**src/rtl/ref_mem_pkg.sv**
```systemverilog
// Shared constants, FSM state type and address helpers for the
// reference-memory write front end.
package ref_mem_pkg;

  localparam int PIXEL          = 8;
  localparam int NBANK          = 32;
  localparam int BANKS_PER_ROW  = 4;
  localparam int ROWS_PER_GROUP = 8;
  localparam int DEPTH          = 96;
  localparam int AW             = 7;
  localparam int RW             = 3;              // row index width (0..7)
  localparam int ROW_BITS       = NBANK * PIXEL;  // one 32-pixel row

  typedef enum logic [1:0] {
    ST_IDLE  = 2'd0,
    ST_LOAD  = 2'd1,
    ST_FLUSH = 2'd2,
    ST_DONE  = 2'd3
  } ld_state_e;

  // Circular increment over 0..DEPTH-1.
  function automatic logic [AW-1:0] addr_inc(input logic [AW-1:0] a);
    logic [AW-1:0] r;
    if (a == AW'(DEPTH - 1)) begin
      r = 7'd0;
    end else begin
      r = a + 7'd1;
    end
    return r;
  endfunction

  // Folds an out-of-range start address back into 0..DEPTH-1.
  function automatic logic [AW-1:0] addr_norm(input logic [AW-1:0] a);
    logic [AW-1:0] r;
    if (a >= AW'(DEPTH)) begin
      r = a - AW'(DEPTH);
    end else begin
      r = a;
    end
    return r;
  endfunction

endpackage

```
**src/rtl/ref_addr_gen.sv**
```systemverilog
// Row / group counters for the reference loader: tracks the row inside
// the current 8-row group, the circular group address and the number of
// groups still to load, and flags the final beat of the load.
module ref_addr_gen
  import ref_mem_pkg::*;
(
  input  logic          clk,
  input  logic          rst,
  input  logic          load,
  input  logic          advance,
  input  logic [AW-1:0] start_addr,
  input  logic [AW-1:0] num_groups,
  output logic [RW-1:0] row_idx,
  output logic [AW-1:0] grp_addr,
  output logic          last
);

  logic [RW-1:0] row_cnt_r;
  logic [AW-1:0] grp_addr_r;
  logic [AW-1:0] grp_left_r;

  logic [RW-1:0] row_cnt_nx_s;
  logic [AW-1:0] grp_addr_nx_s;
  logic [AW-1:0] grp_left_nx_s;
  logic          row_end_s;

  assign row_end_s = (row_cnt_r == 3'd7);
  assign last      = row_end_s && (grp_left_r == 7'd1);
  assign row_idx   = row_cnt_r;
  assign grp_addr  = grp_addr_r;

  // Next-value selection: new load, per-beat advance with group wrap, or hold.
  always_comb begin
    row_cnt_nx_s  = row_cnt_r;
    grp_addr_nx_s = grp_addr_r;
    grp_left_nx_s = grp_left_r;
    if (load) begin
      row_cnt_nx_s  = 3'd0;
      grp_addr_nx_s = addr_norm(start_addr);
      if (num_groups == 7'd0) begin
        grp_left_nx_s = 7'd1;
      end else begin
        grp_left_nx_s = num_groups;
      end
    end else if (advance) begin
      if (row_end_s) begin
        row_cnt_nx_s  = 3'd0;
        grp_addr_nx_s = addr_inc(grp_addr_r);
        grp_left_nx_s = grp_left_r - 7'd1;
      end else begin
        row_cnt_nx_s  = row_cnt_r + 3'd1;
        grp_addr_nx_s = grp_addr_r;
        grp_left_nx_s = grp_left_r;
      end
    end else begin
      row_cnt_nx_s  = row_cnt_r;
      grp_addr_nx_s = grp_addr_r;
      grp_left_nx_s = grp_left_r;
    end
  end

  // Counter registers.
  always_ff @(posedge clk) begin
    if (rst) begin
      row_cnt_r  <= 3'd0;
      grp_addr_r <= 7'd0;
      grp_left_r <= 7'd0;
    end else begin
      row_cnt_r  <= row_cnt_nx_s;
      grp_addr_r <= grp_addr_nx_s;
      grp_left_r <= grp_left_nx_s;
    end
  end

endmodule

```
**src/rtl/ref_mem_loader.sv**
```systemverilog
// Write-side front end for the 32-bank reference memory. Accepts one
// 32-pixel row per beat and turns it into a registered bank write: the
// four banks of the current row are enabled and given the group address.
module ref_mem_loader
  import ref_mem_pkg::*;
(
  input  logic                   clk,
  input  logic                   rst,
  input  logic                   start,
  input  logic [AW-1:0]          start_addr,
  input  logic [AW-1:0]          num_groups,
  input  logic [ROW_BITS-1:0]    in_data,
  input  logic                   in_valid,
  output logic                   in_ready,
  output logic [ROW_BITS-1:0]    ref_input,
  output logic [NBANK-1:0]       Bank_sel,
  output logic [NBANK*AW-1:0]    write_address_all,
  output logic                   busy,
  output logic                   load_done
);

  ld_state_e state_r;
  ld_state_e state_nx_s;

  logic                grp_load_s;
  logic                accept_s;
  logic                in_ready_s;
  logic [RW-1:0]       row_idx_s;
  logic [AW-1:0]       grp_addr_s;
  logic                last_s;
  logic [NBANK-1:0]    bank_sel_s;

  logic [ROW_BITS-1:0] ref_input_r;
  logic [NBANK-1:0]    bank_sel_r;
  logic [NBANK*AW-1:0] wa_r;
  logic                busy_r;
  logic                load_done_r;

  ref_addr_gen u_addr_gen (
    .clk        (clk),
    .rst        (rst),
    .load       (grp_load_s),
    .advance    (accept_s),
    .start_addr (start_addr),
    .num_groups (num_groups),
    .row_idx    (row_idx_s),
    .grp_addr   (grp_addr_s),
    .last       (last_s)
  );

  // State register.
  always_ff @(posedge clk) begin
    if (rst) begin
      state_r <= ST_IDLE;
    end else begin
      state_r <= state_nx_s;
    end
  end

  // Next state, ready and beat acceptance. DONE is the load_done cycle;
  // keeping it separate from IDLE makes a start coinciding with
  // load_done get ignored.
  always_comb begin
    state_nx_s = state_r;
    grp_load_s = 1'b0;
    accept_s   = 1'b0;
    in_ready_s = 1'b0;
    case (state_r)
      ST_IDLE: begin
        if (start) begin
          grp_load_s = 1'b1;
          state_nx_s = ST_LOAD;
        end else begin
          state_nx_s = ST_IDLE;
        end
      end
      ST_LOAD: begin
        in_ready_s = 1'b1;
        if (in_valid) begin
          accept_s = 1'b1;
          if (last_s) begin
            state_nx_s = ST_FLUSH;
          end else begin
            state_nx_s = ST_LOAD;
          end
        end else begin
          state_nx_s = ST_LOAD;
        end
      end
      ST_FLUSH: begin
        state_nx_s = ST_DONE;
      end
      ST_DONE: begin
        state_nx_s = ST_IDLE;
      end
      default: begin
        state_nx_s = ST_IDLE;
      end
    endcase
  end

  // Bank enables for the current row: four adjacent banks per row.
  always_comb begin
    bank_sel_s = 32'h0000_0000;
    if (accept_s) begin
      bank_sel_s = 32'h0000_000F << {row_idx_s, 2'b00};
    end else begin
      bank_sel_s = 32'h0000_0000;
    end
  end

  // Registered write drive: data, enables and per-bank addresses.
  // Unselected bank addresses keep their last value.
  always_ff @(posedge clk) begin
    if (rst) begin
      ref_input_r <= 256'd0;
      bank_sel_r  <= 32'd0;
      wa_r        <= 224'd0;
    end else begin
      bank_sel_r <= bank_sel_s;
      if (accept_s) begin
        ref_input_r <= in_data;
      end else begin
        ref_input_r <= ref_input_r;
      end
      for (int j = 0; j < NBANK; j++) begin
        if (bank_sel_s[j]) begin
          wa_r[j*AW +: AW] <= grp_addr_s;
        end else begin
          wa_r[j*AW +: AW] <= wa_r[j*AW +: AW];
        end
      end
    end
  end

  // Status flags, registered from the next state.
  always_ff @(posedge clk) begin
    if (rst) begin
      busy_r      <= 1'b0;
      load_done_r <= 1'b0;
    end else begin
      busy_r      <= (state_nx_s == ST_LOAD) || (state_nx_s == ST_FLUSH);
      load_done_r <= (state_nx_s == ST_DONE);
    end
  end

  assign in_ready          = in_ready_s;
  assign ref_input         = ref_input_r;
  assign Bank_sel          = bank_sel_r;
  assign write_address_all = wa_r;
  assign busy              = busy_r;
  assign load_done         = load_done_r;

endmodule

```
**config.mk**
```make
export PLATFORM = sky130hd
export DESIGN_NAME = ref_mem_loader
export DESIGN_NICKNAME = d
export VERILOG_FILES = /design/src/rtl/ref_mem_pkg.sv /design/src/rtl/ref_addr_gen.sv /design/src/rtl/ref_mem_loader.sv
export SDC_FILE = /design/constraint.sdc
export NUM_CORES = 1
export LEC_CHECK = 0
export CORE_AREA = 5 5 303 305
export DETAILED_ROUTE_END_ITERATION = 6
export DIE_AREA = 0 0 308 310
export MAX_ROUTING_LAYER = met4
export SLEW_MARGIN = 20
export SYNTH_ARGS = -nofsm -noshare
export SYNTH_HDL_FRONTEND = slang
export SYNTH_HIERARCHICAL = 1
export SYNTH_SLANG_ARGS = --single-unit
```
**constraint.sdc**
```tcl
create_clock -name clk -period 4.5 [get_ports clk]
set_input_delay 0.45 -clock clk [delete_from_list [all_inputs] [get_ports clk]]
set_output_delay 0.45 -clock clk [all_outputs]
set_load 0.02 [all_outputs]
```
==> impl_metrics.tcl <==
set metrics [dict create \
    finalClockSkew_ns 0.0197 \
    avgSynthCellArea_um2 8.33 \
    cts_buffer_depth 3 \
    clkTransAtPathRegs_ns 0.06 \
    die-area_mm2 0.0955 \
    period_share_pct 68.4 \
    cts_root_buf "clkbuf_16" \
    layout.nets 2474 \
    track_usage_pct 10.9 \
    crit_type "register to output port" \
    required_ns 4.05 \
    synth_xor_area_share_pct 0.191 \
    min_from "rst" \
    clk_latency_ns 0.55 \
    final_cell_mix "clkdlybuf4s50_1, nand2_1, dfxtp_1" \
    cts_tree "yes" \
    path_buf_inv 1 \
    syn-instance-count 1655 \
    fp.dieW_um 308 \
    total_power_mw 7.53 \
    rr_startpoint "u_addr_gen/row_idx[0]" \
    setup_viol 0 \
    ys_types 49 \
    cts_sinks 341 \
    vias 12800 \
    grt_pass1_vias 12100 \
    num_rows 110 \
    antenna_found_initial 4 \
    start_kind "register" \
    path_cells "nor2b_1 > clkdlybuf4s50_1" \
    finalSetupTns_ns 0 \
    holdCritPathClass "primary input to register" \
    critPathTopFamily "buffers and inverters" \
    pin_count 789 \
    grt_first_pass_wirelength_mm 78.0 \
    maxSlewHeadroom_pct 30.8 \
    synth_top_family_by_area "simple AND/OR/NAND/NOR gates" \
    layout_commonest_cell "clkdlybuf4s50_1" \
    synth_fa_ha_area_share_pct 0.454 \
    portBuffers 788 \
    place.gp.congestion 0.801 \
    synth_edf_count 0 \
    drv_slew 0 \
    syn_nets 1934 \
    wire_per_inst_um 16.5 \
    async_flop_share_pct 0 \
    tightest_slew_ns 1.04 \
    postCtsSetupRepairBufs 0 \
    core_area_mm2 0.0890 \
    hpwl_mm 42.2 \
    cts_resized 0 \
    synth.ff_latch_count 341 \
    final_antenna_net_count 0 \
    ys_warn_count 6 \
    max_freq_mhz 325 \
    crit_path_max_incr_delay_ns 0.82 \
    critPathLaunch "state_r[0]" \
    rsz0062_at_grt "false" \
    ys_seq_area_share_pct 49.5 \
    crit_slowest_cell "clkdlybuf4s50_1" \
    synth_area_mm2 0.0138 \
    synthTopCellsByArea "dfxtp_1, nand2_1, buf_4" \
    reg2reg_slack_ns 2.03 \
    grt_start_max_net_pins 170 \
    ir_drop_mv 0.311 \
    drc 0 \
    maxCapViolCount 0 \
    drt_wl_total_mm 56.2 \
    power_density_mw_per_mm2 332 \
    synth_compound_area_share_pct 11.2 \
    synth_area_leader_cell "dfxtp_1" \
    synth_top_area_share_pct 49.5 \
    hold_viol 0 \
    drive_gt1_share_pct 3.60 \
    cp_max_fo 8 \
    cp-end-kind "output port" \
    p_leak_nw 7.93 \
    n_fill_cell 9636 \
    numCtsBuffers 41 \
    ctsHoldBuffers 0 \
    outcome "finished, final reports clean" \
    initialDrtViolationCount 653 \
    synth_simple_gate_area_share_pct 20.0 \
    final.min_clock_period_ns 3.08 \
    viasPerCell 3.76 \
    grt_overflow 0 \
    firstDrtPassIters 4 \
    dieHeight_um 310 \
    htree_levels 2 \
    crit_arrival_ns 2.63 \
    initial_core_util_pct 15.5 \
    muxShareOfSynthArea_pct 4.21 \
    synthFlopType "dfxtp_1" \
    syn_to_final_growth_pct 64.4 \
]
[worst reg2reg max path: cells and delay by family (launching register included)]
kind / cells / cell delay, ns
simple gates: 2 / 0.93
fa+ha+maj: 2 / 0.59
compound gates: 1 / 0.29
flops: 1 / 0.57
[cells in the mapped netlist (2+ instances only)]
| cell type | n |
|---|---|
| buf_2 | 61 |
| and3_1 | 2 |
| buf_4 | 196 |
| nor2_1 | 17 |
| nand4_1 | 2 |
| o21ai_0 | 3 |
| and2b_1 | 2 |
| nor3b_1 | 2 |
| o21bai_1 | 2 |
| nand2_2 | 4 |
| buf_1 | 13 |
| o211ai_1 | 4 |
| nand2_1 | 517 |
| a311oi_1 | 4 |
| mux2i_1 | 58 |
| and4_1 | 2 |
| a221oi_1 | 3 |
| xor2_1 | 2 |
| nor3_1 | 6 |
| nand3_1 | 6 |
| inv_1 | 9 |
| and4bb_2 | 2 |
| dfxtp_1 | 341 |
| ha_1 | 5 |
| clkbuf_1 | 30 |
| a21oi_1 | 266 |
| and2_1 | 2 |
| nand4_4 | 2 |
| a211oi_1 | 5 |
| nand2b_1 | 66 |
| or3_1 | 3 |
[final cells by class]
| cell class | count | area (um2) | share of cell area, % |
|---|---|---|---|
| antenna | 2 | 5.00 | 0.0221 |
| clock buffer | 62 | 1190 | 5.23 |
| clock inverter | 7 | 146 | 0.646 |
| inverter | 11 | 48.8 | 0.215 |
| multi-input combinational | 1002 | 4970 | 21.9 |
| sequential | 341 | 6830 | 30.1 |
| tap | 1176 | 1470 | 6.49 |
| timing repair buffer | 798 | 8020 | 35.4 |
[cells by family after synthesis]
kind of cell / Yosys count
AO/OA/AOI/OAI: 293
flip-flops: 341
buffers and inverters: 312
adder cells (fa/ha/maj): 5
XOR/XNOR: 3
AND/OR/NAND/NOR: 643
multiplexers: 58
[per-layer routing]
| metal | up-vias | share of wire, % | track usage, % |
|---|---|---|---|
| met5 | - | 0 | - |
| met4 | 0 | 2.9 | 3.35 |
| met3 | 85 | 8.8 | 3.53 |
| met2 | 543 | 51 | 19.5 |
| met1 | 5905 | 37 | 11.6 |
| li1 | 6243 | - | - |
[sequential cells by signal, summed over array words and instances (netlist names), 2 cells and up]
register               flops
state_r                    2
u_addr_gen/row_idx         3
write_address_all         56
u_addr_gen/grp_addr        7
u_addr_gen/grp_left_r      7
ref_input                256
Bank_sel                   8
[power by group]
group | switching (mW) | leakage, nW | internal [mW]
clock network | 1.32 | 0.649 | 2.04
registers | 0.0728 | 2.77 | 3.13
logic | 0.484 | 4.51 | 0.482
total | 1.88 | 7.93 | 5.65
[final timing paths]
path | to | depth (start not counted)
worst max-delay path | in_ready | 2
worst min-delay path | ref_input[211] | 2
worst max register to register | u_addr_gen/grp_addr[6] | 5
worst min register to register | ref_input[218] | 2
[metrics by stage]
step	hold WS [ns]	instance area, um2	setup WS [ns]	std cells	util [%]
6_report	0.323	22700	1.42	3399	25.5
5_1_grt	0.356	22700	1.31	3399	25.5
4_1_cts	0.326	22700	1.37	3397	25.5
3_3_place_gp	0.440	21300	1.71	3328	24.0
3_5_place_dp	0.446	21300	1.64	3328	24.0
2_1_floorplan	0.484	13800	2.47	1655	-
(Power assumes the default switching activity.)
